<file path="src/rtl/leaf_pkg.sv">
// Purpose: shared field widths, packet bit positions and output FSM encoding for the leaf egress arbiter.
// Latency: n/a (types and constants only).
// Backpressure: n/a.
package leaf_pkg;

    localparam int LEAF_W    = 5;
    localparam int PORT_W    = 4;
    localparam int ADDR_W    = 7;
    localparam int PAYLOAD_W = 32;
    localparam int CRD_AMT_W = 7;

    // One valid flag plus the routing header plus the user word.
    localparam int PKT_W = 1 + LEAF_W + PORT_W + ADDR_W + PAYLOAD_W;

    // Packet field positions, LSB upward: payload, seq, dst_port, dst_leaf, valid flag.
    localparam int PAYLOAD_LSB  = 0;
    localparam int SEQ_LSB      = PAYLOAD_LSB + PAYLOAD_W;
    localparam int DST_PORT_LSB = SEQ_LSB + ADDR_W;
    localparam int DST_LEAF_LSB = DST_PORT_LSB + PORT_W;
    localparam int VALID_BIT    = DST_LEAF_LSB + LEAF_W;

    // Output register occupancy.
    typedef enum logic {
        ST_EMPTY = 1'b0,
        ST_FULL  = 1'b1
    } out_state_t;

    // Width of an index into n items, never zero.
    function automatic int idx_bits(input int n);
        return (n > 1) ? $clog2(n) : 1;
    endfunction

endpackage

</file>
<file path="src/rtl/leaf_out_arbiter_rr_arbiter.sv">
// Purpose: round-robin pick of one requester, search starting just after ptr.
// Latency: combinational.
// Backpressure: none; caller gates req when it cannot accept a grant.
module rr_arbiter #(
    parameter int N        = 2,
    parameter int PTR_BITS = 1
) (
    input  logic [N-1:0]        req,
    input  logic [PTR_BITS-1:0] ptr,
    output logic [N-1:0]        grant
);

    logic                found;
    int                  idx;
    logic [PTR_BITS-1:0] sel;

    // Walk ports ptr+1 .. ptr+N (mod N) and grant the first one requesting.
    always_comb begin
        grant = '0;
        found = 1'b0;
        idx   = 0;
        sel   = '0;
        for (int i = 1; i <= N; i++) begin
            idx = (int'(ptr) + i) % N;
            sel = PTR_BITS'(idx);
            if (!found && req[sel]) begin
                grant[sel] = 1'b1;
                found      = 1'b1;
            end
        end
    end

endmodule

</file>
<file path="src/rtl/leaf_out_arbiter.sv">
// Purpose: round-robin merge of user word streams into one routed, sequenced, credit-limited egress.
// Latency: 1 cycle from ack_user pulse to pkt_vld.
// Backpressure: pkt_rdy low holds pkt_out/pkt_vld and withholds grants; zero credit blocks only that port.
module leaf_out_arbiter
    import leaf_pkg::*;
#(
    parameter int NUM_OUT_PORTS = 2,
    parameter int PAYLOAD_BITS  = PAYLOAD_W,
    parameter int NUM_LEAF_BITS = LEAF_W,
    parameter int NUM_PORT_BITS = PORT_W,
    parameter int NUM_ADDR_BITS = ADDR_W,
    parameter int PACKET_BITS   = 1 + NUM_LEAF_BITS + NUM_PORT_BITS + NUM_ADDR_BITS + PAYLOAD_BITS,
    parameter int CREDIT_INIT   = 64,
    localparam int PIDX         = idx_bits(NUM_OUT_PORTS)
) (
    input  logic                                    clk_user,
    input  logic                                    reset_n,
    input  logic [NUM_OUT_PORTS*PAYLOAD_BITS-1:0]   din_user,
    input  logic [NUM_OUT_PORTS-1:0]                vld_user,
    output logic [NUM_OUT_PORTS-1:0]                ack_user,
    input  logic                                    cfg_we,
    input  logic [PIDX-1:0]                         cfg_port,
    input  logic [NUM_LEAF_BITS-1:0]                cfg_dst_leaf,
    input  logic [NUM_PORT_BITS-1:0]                cfg_dst_port,
    input  logic                                    crd_vld,
    input  logic [PIDX-1:0]                         crd_port,
    input  logic [CRD_AMT_W-1:0]                    crd_amt,
    output logic [PACKET_BITS-1:0]                  pkt_out,
    output logic                                    pkt_vld,
    input  logic                                    pkt_rdy
);

    localparam int CRD_W = $clog2(CREDIT_INIT + 1);
    localparam int SUM_W = ((CRD_W > CRD_AMT_W) ? CRD_W : CRD_AMT_W) + 1;

    out_state_t                 state_q;
    out_state_t                 state_d;
    logic [PIDX-1:0]            rr_ptr;
    logic [NUM_ADDR_BITS-1:0]   seq        [NUM_OUT_PORTS];
    logic [CRD_W-1:0]           credit     [NUM_OUT_PORTS];
    logic [CRD_W-1:0]           credit_d   [NUM_OUT_PORTS];
    logic [SUM_W-1:0]           credit_sum [NUM_OUT_PORTS];
    logic [NUM_LEAF_BITS-1:0]   route_leaf [NUM_OUT_PORTS];
    logic [NUM_PORT_BITS-1:0]   route_port [NUM_OUT_PORTS];
    logic [NUM_OUT_PORTS-1:0]   route_ok;

    logic [NUM_OUT_PORTS-1:0]   eligible;
    logic [NUM_OUT_PORTS-1:0]   req;
    logic [NUM_OUT_PORTS-1:0]   grant;
    logic                       any_grant;
    logic                       slot_free;
    logic [PIDX-1:0]            gnt_idx;
    logic [PAYLOAD_BITS-1:0]    gnt_payload;

    // A port may compete only with a word, a credit and a configured route.
    always_comb begin
        eligible = '0;
        for (int p = 0; p < NUM_OUT_PORTS; p++) begin
            eligible[p] = vld_user[p] && (credit[p] != '0) && route_ok[p];
        end
    end

    // The output register can take a packet when empty or when it drains this cycle.
    assign slot_free = (state_q == ST_EMPTY) || pkt_rdy;
    assign req       = slot_free ? eligible : '0;

    rr_arbiter #(
        .N        (NUM_OUT_PORTS),
        .PTR_BITS (PIDX)
    ) u_rr (
        .req   (req),
        .ptr   (rr_ptr),
        .grant (grant)
    );

    assign any_grant = |grant;
    assign ack_user  = grant;
    assign pkt_vld   = (state_q == ST_FULL);

    // Encode the one-hot grant and pick the granted user word.
    always_comb begin
        gnt_idx     = '0;
        gnt_payload = '0;
        for (int p = 0; p < NUM_OUT_PORTS; p++) begin
            if (grant[p]) begin
                gnt_idx     = PIDX'(p);
                gnt_payload = din_user[p*PAYLOAD_BITS +: PAYLOAD_BITS];
            end
        end
    end

    // Output FSM next state: fill on grant, empty on drain without refill.
    always_comb begin
        state_d = state_q;
        case (state_q)
            ST_EMPTY: if (any_grant) state_d = ST_FULL;
            ST_FULL:  if (pkt_rdy && !any_grant) state_d = ST_EMPTY;
            default:  state_d = ST_EMPTY;
        endcase
    end

    // Output FSM state register.
    always_ff @(posedge clk_user or negedge reset_n) begin
        if (!reset_n) state_q <= ST_EMPTY;
        else          state_q <= state_d;
    end

    // Register the granted packet; held untouched while stalled since no grant happens then.
    always_ff @(posedge clk_user or negedge reset_n) begin
        if (!reset_n) begin
            pkt_out <= '0;
        end else if (any_grant) begin
            pkt_out <= {1'b1, route_leaf[gnt_idx], route_port[gnt_idx], seq[gnt_idx], gnt_payload};
        end
    end

    // Remember the last winner so the next search starts after it.
    always_ff @(posedge clk_user or negedge reset_n) begin
        if (!reset_n)       rr_ptr <= PIDX'(NUM_OUT_PORTS - 1);
        else if (any_grant) rr_ptr <= gnt_idx;
    end

    // Per-port sequence number advances on each grant and wraps naturally.
    always_ff @(posedge clk_user or negedge reset_n) begin
        if (!reset_n) begin
            for (int p = 0; p < NUM_OUT_PORTS; p++) seq[p] <= '0;
        end else begin
            for (int p = 0; p < NUM_OUT_PORTS; p++) begin
                if (grant[p]) seq[p] <= seq[p] + 1'b1;
            end
        end
    end

    // Credit update: spend one per grant, add returns, clamp at the initial ceiling.
    always_comb begin
        for (int p = 0; p < NUM_OUT_PORTS; p++) begin
            credit_sum[p] = SUM_W'(credit[p]) - SUM_W'(grant[p]);
            if (crd_vld && (crd_port == PIDX'(p))) begin
                credit_sum[p] = credit_sum[p] + SUM_W'(crd_amt);
            end
            if (credit_sum[p] > SUM_W'(CREDIT_INIT)) credit_d[p] = CRD_W'(CREDIT_INIT);
            else                                     credit_d[p] = credit_sum[p][CRD_W-1:0];
        end
    end

    // Credit registers.
    always_ff @(posedge clk_user or negedge reset_n) begin
        if (!reset_n) begin
            for (int p = 0; p < NUM_OUT_PORTS; p++) credit[p] <= CRD_W'(CREDIT_INIT);
        end else begin
            for (int p = 0; p < NUM_OUT_PORTS; p++) credit[p] <= credit_d[p];
        end
    end

    // Route table; a write alongside a grant of that port is seen by the following grant.
    always_ff @(posedge clk_user or negedge reset_n) begin
        if (!reset_n) begin
            route_ok <= '0;
            for (int p = 0; p < NUM_OUT_PORTS; p++) begin
                route_leaf[p] <= '0;
                route_port[p] <= '0;
            end
        end else if (cfg_we) begin
            route_leaf[cfg_port] <= cfg_dst_leaf;
            route_port[cfg_port] <= cfg_dst_port;
            route_ok[cfg_port]   <= 1'b1;
        end
    end

endmodule

</file>
<file path="config.mk">
export PLATFORM = sky130hd
export DESIGN_NAME = leaf_out_arbiter
export DESIGN_NICKNAME = d
export VERILOG_FILES = /design/src/rtl/leaf_pkg.sv /design/src/rtl/leaf_out_arbiter_rr_arbiter.sv /design/src/rtl/leaf_out_arbiter.sv
export SDC_FILE = /design/constraint.sdc
export NUM_CORES = 1
export LEC_CHECK = 0
export ABC_AREA = 1
export BUFFER_PORTS_ARGS = -buffer_cell sky130_fd_sc_hd__buf_2
export CAP_MARGIN = 25
export CORE_ASPECT_RATIO = 1.25
export CORE_MARGIN = 1
export CORE_UTILIZATION = 50
export DETAILED_ROUTE_END_ITERATION = 8
export PLACE_DENSITY_LB_ADDON = 0.15
export SETUP_SLACK_MARGIN = 0.1
export SYNTH_ARGS = -nofsm -noshare
export SYNTH_HDL_FRONTEND = slang
export SYNTH_SLANG_ARGS = --single-unit
</file>
<file path="constraint.sdc">
create_clock -name clk_user -period 4.25 [get_ports clk_user]
set_clock_uncertainty 0.2 [all_clocks]
set_input_delay 0.425 -clock clk_user [delete_from_list [all_inputs] [get_ports clk_user]]
set_output_delay 0.425 -clock clk_user [all_outputs]
set_load 0.01 [all_outputs]
</file>
==> flow_metrics.env <==
export IMPL_syn_inst=706
export IMPL_crit_buf_inv=1
export IMPL_wl_per_cell_um=12.5
export IMPL_cts_made_buffers=9
export IMPL_diodes=0
export IMPL_reg2reg_to="credit[10]$_DFF_PN0_"
export IMPL_r2r_start="credit[3]$_DFF_PN0_"
export IMPL_grt_pass1_wl_mm=20.1
export IMPL_cts_sinks=99
export IMPL_hold_path_class="in2async"
export IMPL_drc=0
export IMPL_fmax_mhz=271
export IMPL_first_pass_iters=4
export IMPL_synth_top_family_by_area="simple AND/OR/NAND/NOR gates"
export IMPL_synth_fa_ha_area_frac=0.0624
export IMPL_grt_use_total=0.225
export IMPL_fin_nets=953
export IMPL_outcome="complete, no violations"
export IMPL_clkLatencyLatePin_ns=0.34
export IMPL_synthTopCellsByCount="nand2_1, nand3_1, dfrtp_1"
export IMPL_cp_cell_sequence="nor2_1, a31oi_2, nand2_8, nand3_2, inv_2, ha_1, ha_1, nand2_1, and2_1, ha_1, a21oi_1, nand2_1, nand2_1, nand3_1, o21ai_0, nor2_1, nand2_1, nand2_1, nand2_1, nor2_1"
export IMPL_drv_cap=0
export IMPL_crit_path_start_kind="flip-flop"
export IMPL_setup_viol=0
export IMPL_dieWidth_um=95.4
export IMPL_overflow=0
export IMPL_yosys_warnings=0
export IMPL_cts_root_buffer="clkbuf_16"
export IMPL_synth_top_cell_by_area="dfrtp_1"
export IMPL_powerDensity_mw_per_mm2=701
export IMPL_num_io_pins=141
export IMPL_pre_cts_ws_ns=0.454
export IMPL_dpl_cell_area_mm2=0.00621
export IMPL_worst_setup_path_end_kind="flip-flop"
export IMPL_synth_seq_cells=99
export IMPL_clk_pin_slew_ns=0.07
export IMPL_period_needed_ns=3.69
export IMPL_cts_tree="built"
export IMPL_place_gp_congestion=0.895
export IMPL_vias_per_cell=5.03
export IMPL_leakage_uw=0.00357
export IMPL_synth_nets=821
export IMPL_wl_mm=12.2
export IMPL_post_cts_buffers=0
export IMPL_crit_arrival_ns=3.72
export IMPL_ys_seq_area_frac=0.455
export IMPL_drt_iter0_markers=205
export IMPL_place_hpwl_mm=8.98
export IMPL_r2r_cells=20
export IMPL_design_area_mm2=0.00653
export IMPL_rsz0062_at_grt="false"
export IMPL_period_share=0.869
export IMPL_crit_start="credit[3]$_DFF_PN0_"
export IMPL_cpMostUsedCell="nand2_1"
export IMPL_finalHoldViolCount=0
export IMPL_die_h_um=119
export IMPL_required_ns=4.27
export IMPL_cts_max_path_buffers=2
export IMPL_synth_xor_area_share=0.0225
export IMPL_avgSynthCellArea_um2=7.73
export IMPL_synth_top_area_frac=0.440
export IMPL_htree_num_levels=3
export IMPL_fin_tns_setup_ns=0
export IMPL_critPathMaxStageDelay_ns=0.40
export IMPL_synthFlopType="dfrtp_1"
export IMPL_dieArea_mm2=0.0113
export IMPL_critical_path_class="reg2reg"
export IMPL_synth_area_leaders="dfrtp_1, nand2_1, nand3_1"
export IMPL_syn_area_mm2=0.00546
export IMPL_area_growth_syn_to_layout_pct=19.7
export IMPL_grt_pass1_vias=4662
export IMPL_drive_gt1_frac=0.218
export IMPL_antenna_found_initial=0
export IMPL_crit_family="simple AND/OR/NAND/NOR gates"
export IMPL_setup_slack_ns=0.555
export IMPL_num_rows=42
export IMPL_slew_limit_headroom=0.391
export IMPL_r2r_slack_ns=0.56
export IMPL_slowest_stage="dfrtp_1"
export IMPL_synth_cell_types=32
export IMPL_synth_area_mux_share=0
export IMPL_synth_async_reset_ratio=1.00
export IMPL_slew_violations=0
export IMPL_port_buffers=140
export IMPL_synth_edff_count=0
export IMPL_initial_core_util=0.514
export IMPL_grt_max_degree=75
export IMPL_vdd_ir_drop_worst_v=0.000378
export IMPL_total_power_uw=4580
export IMPL_cp_max_fo=26
export IMPL_synth_compound_area_frac=0.0465
export IMPL_core_mm2=0.0106
export IMPL_postRouteAntennaNets=0
export IMPL_yosysMostFrequentCell="nand2_1"
export IMPL_yosys_area_share_simple=0.330
export IMPL_vias=4907
export IMPL_worstMarginPinSlew_ns=0.913
[power by group]
group / switching [uW] / internal [uW] / leakage, uW
Combinational: 1390 / 829 / 0.00219
Clock: 369 / 468 / 0.000151
Sequential: 212 / 1310 / 0.00122
Total: 1970 / 2610 / 0.00357
[cells in the final DEF (no fill, tap or decap), drive strengths merged, types with 11 or more instances in the layout]
| cell | count |
|---|---|
| nand3 | 100 |
| inv | 86 |
| ha | 24 |
| nand2 | 253 |
| xor2 | 11 |
| a21oi | 11 |
| buf | 143 |
| nand4 | 11 |
| dfrtp | 96 |
| o21ai | 34 |
| nor2 | 31 |
[timing repair]
item / CTS / global route
hold buffers: 0 / 0
setup endpoints to repair: 0 / 4
gates resized for setup: 0 / 2
[per-layer routing]
metal,global-route usage,up-vias,part of all wire
met5,0,-,0
met4,0.0765,0,0.018
met3,0.0377,18,0.053
met2,0.385,156,0.48
met1,0.285,2230,0.45
li1,-,2503,-
[worst max path at each step]
stage                           end  slack [ns]  depth (start not counted)
3_5_place_dp   credit[11]$_DFF_PN0_        0.45                         24
3_3_place_gp    credit[7]$_DFF_PN0_        0.54                         24
4_1_cts        credit[10]$_DFF_PN0_        0.48                         19
6_report       credit[10]$_DFF_PN0_        0.56                         20
5_1_grt        credit[11]$_DFF_PN0_        0.15                         24
2_1_floorplan  credit[10]$_DFF_PN0_        0.80                         25
[metrics by stage]
stage / utilization / std cells / hold slack, ns
after floorplan: - / 706 / -0.0706
after detailed placement: 0.585 / 959 / 0.261
after CTS: 0.614 / 975 / 0.0610
after global routing: 0.616 / 975 / 0.0772
after global placement: 0.585 / 959 / 0.255
final: 0.616 / 975 / 0.0126
[state kept, by name, indices dropped and copies added, names as in the netlist]
register / flops
seq: 14
route_leaf: 10
rr_ptr: 1
pkt_vld: 1
route_ok: 2
credit: 14
pkt_out: 49
route_port: 8
[area by class of cell]
type	count	area (um2)
repair buffers	143	726
clock buffers	9	225
clock inverters	7	87.6
well taps	132	165
flip-flops and latches	99	2480
inverters	84	315
fillers	990	4080
multi-input cells	501	2530
[cells by family after synthesis]
group | count (synthesis)
simple gates | 412
flops | 99
buf+inv | 106
compound gates | 49
fa+ha+maj | 26
xor+xnor | 14
[worst register-to-register path: cells and delay by family, from the launching register on]
family | cells | cell delay, ns
AND/OR/NAND/NOR | 13 | 1.58
adder cells (fa/ha/maj) | 3 | 0.76
AO/OA/AOI/OAI | 3 | 0.54
flip-flops | 1 | 0.40
buffers and inverters | 1 | 0.10
Note: power is estimated with default switching activity, not from simulation.
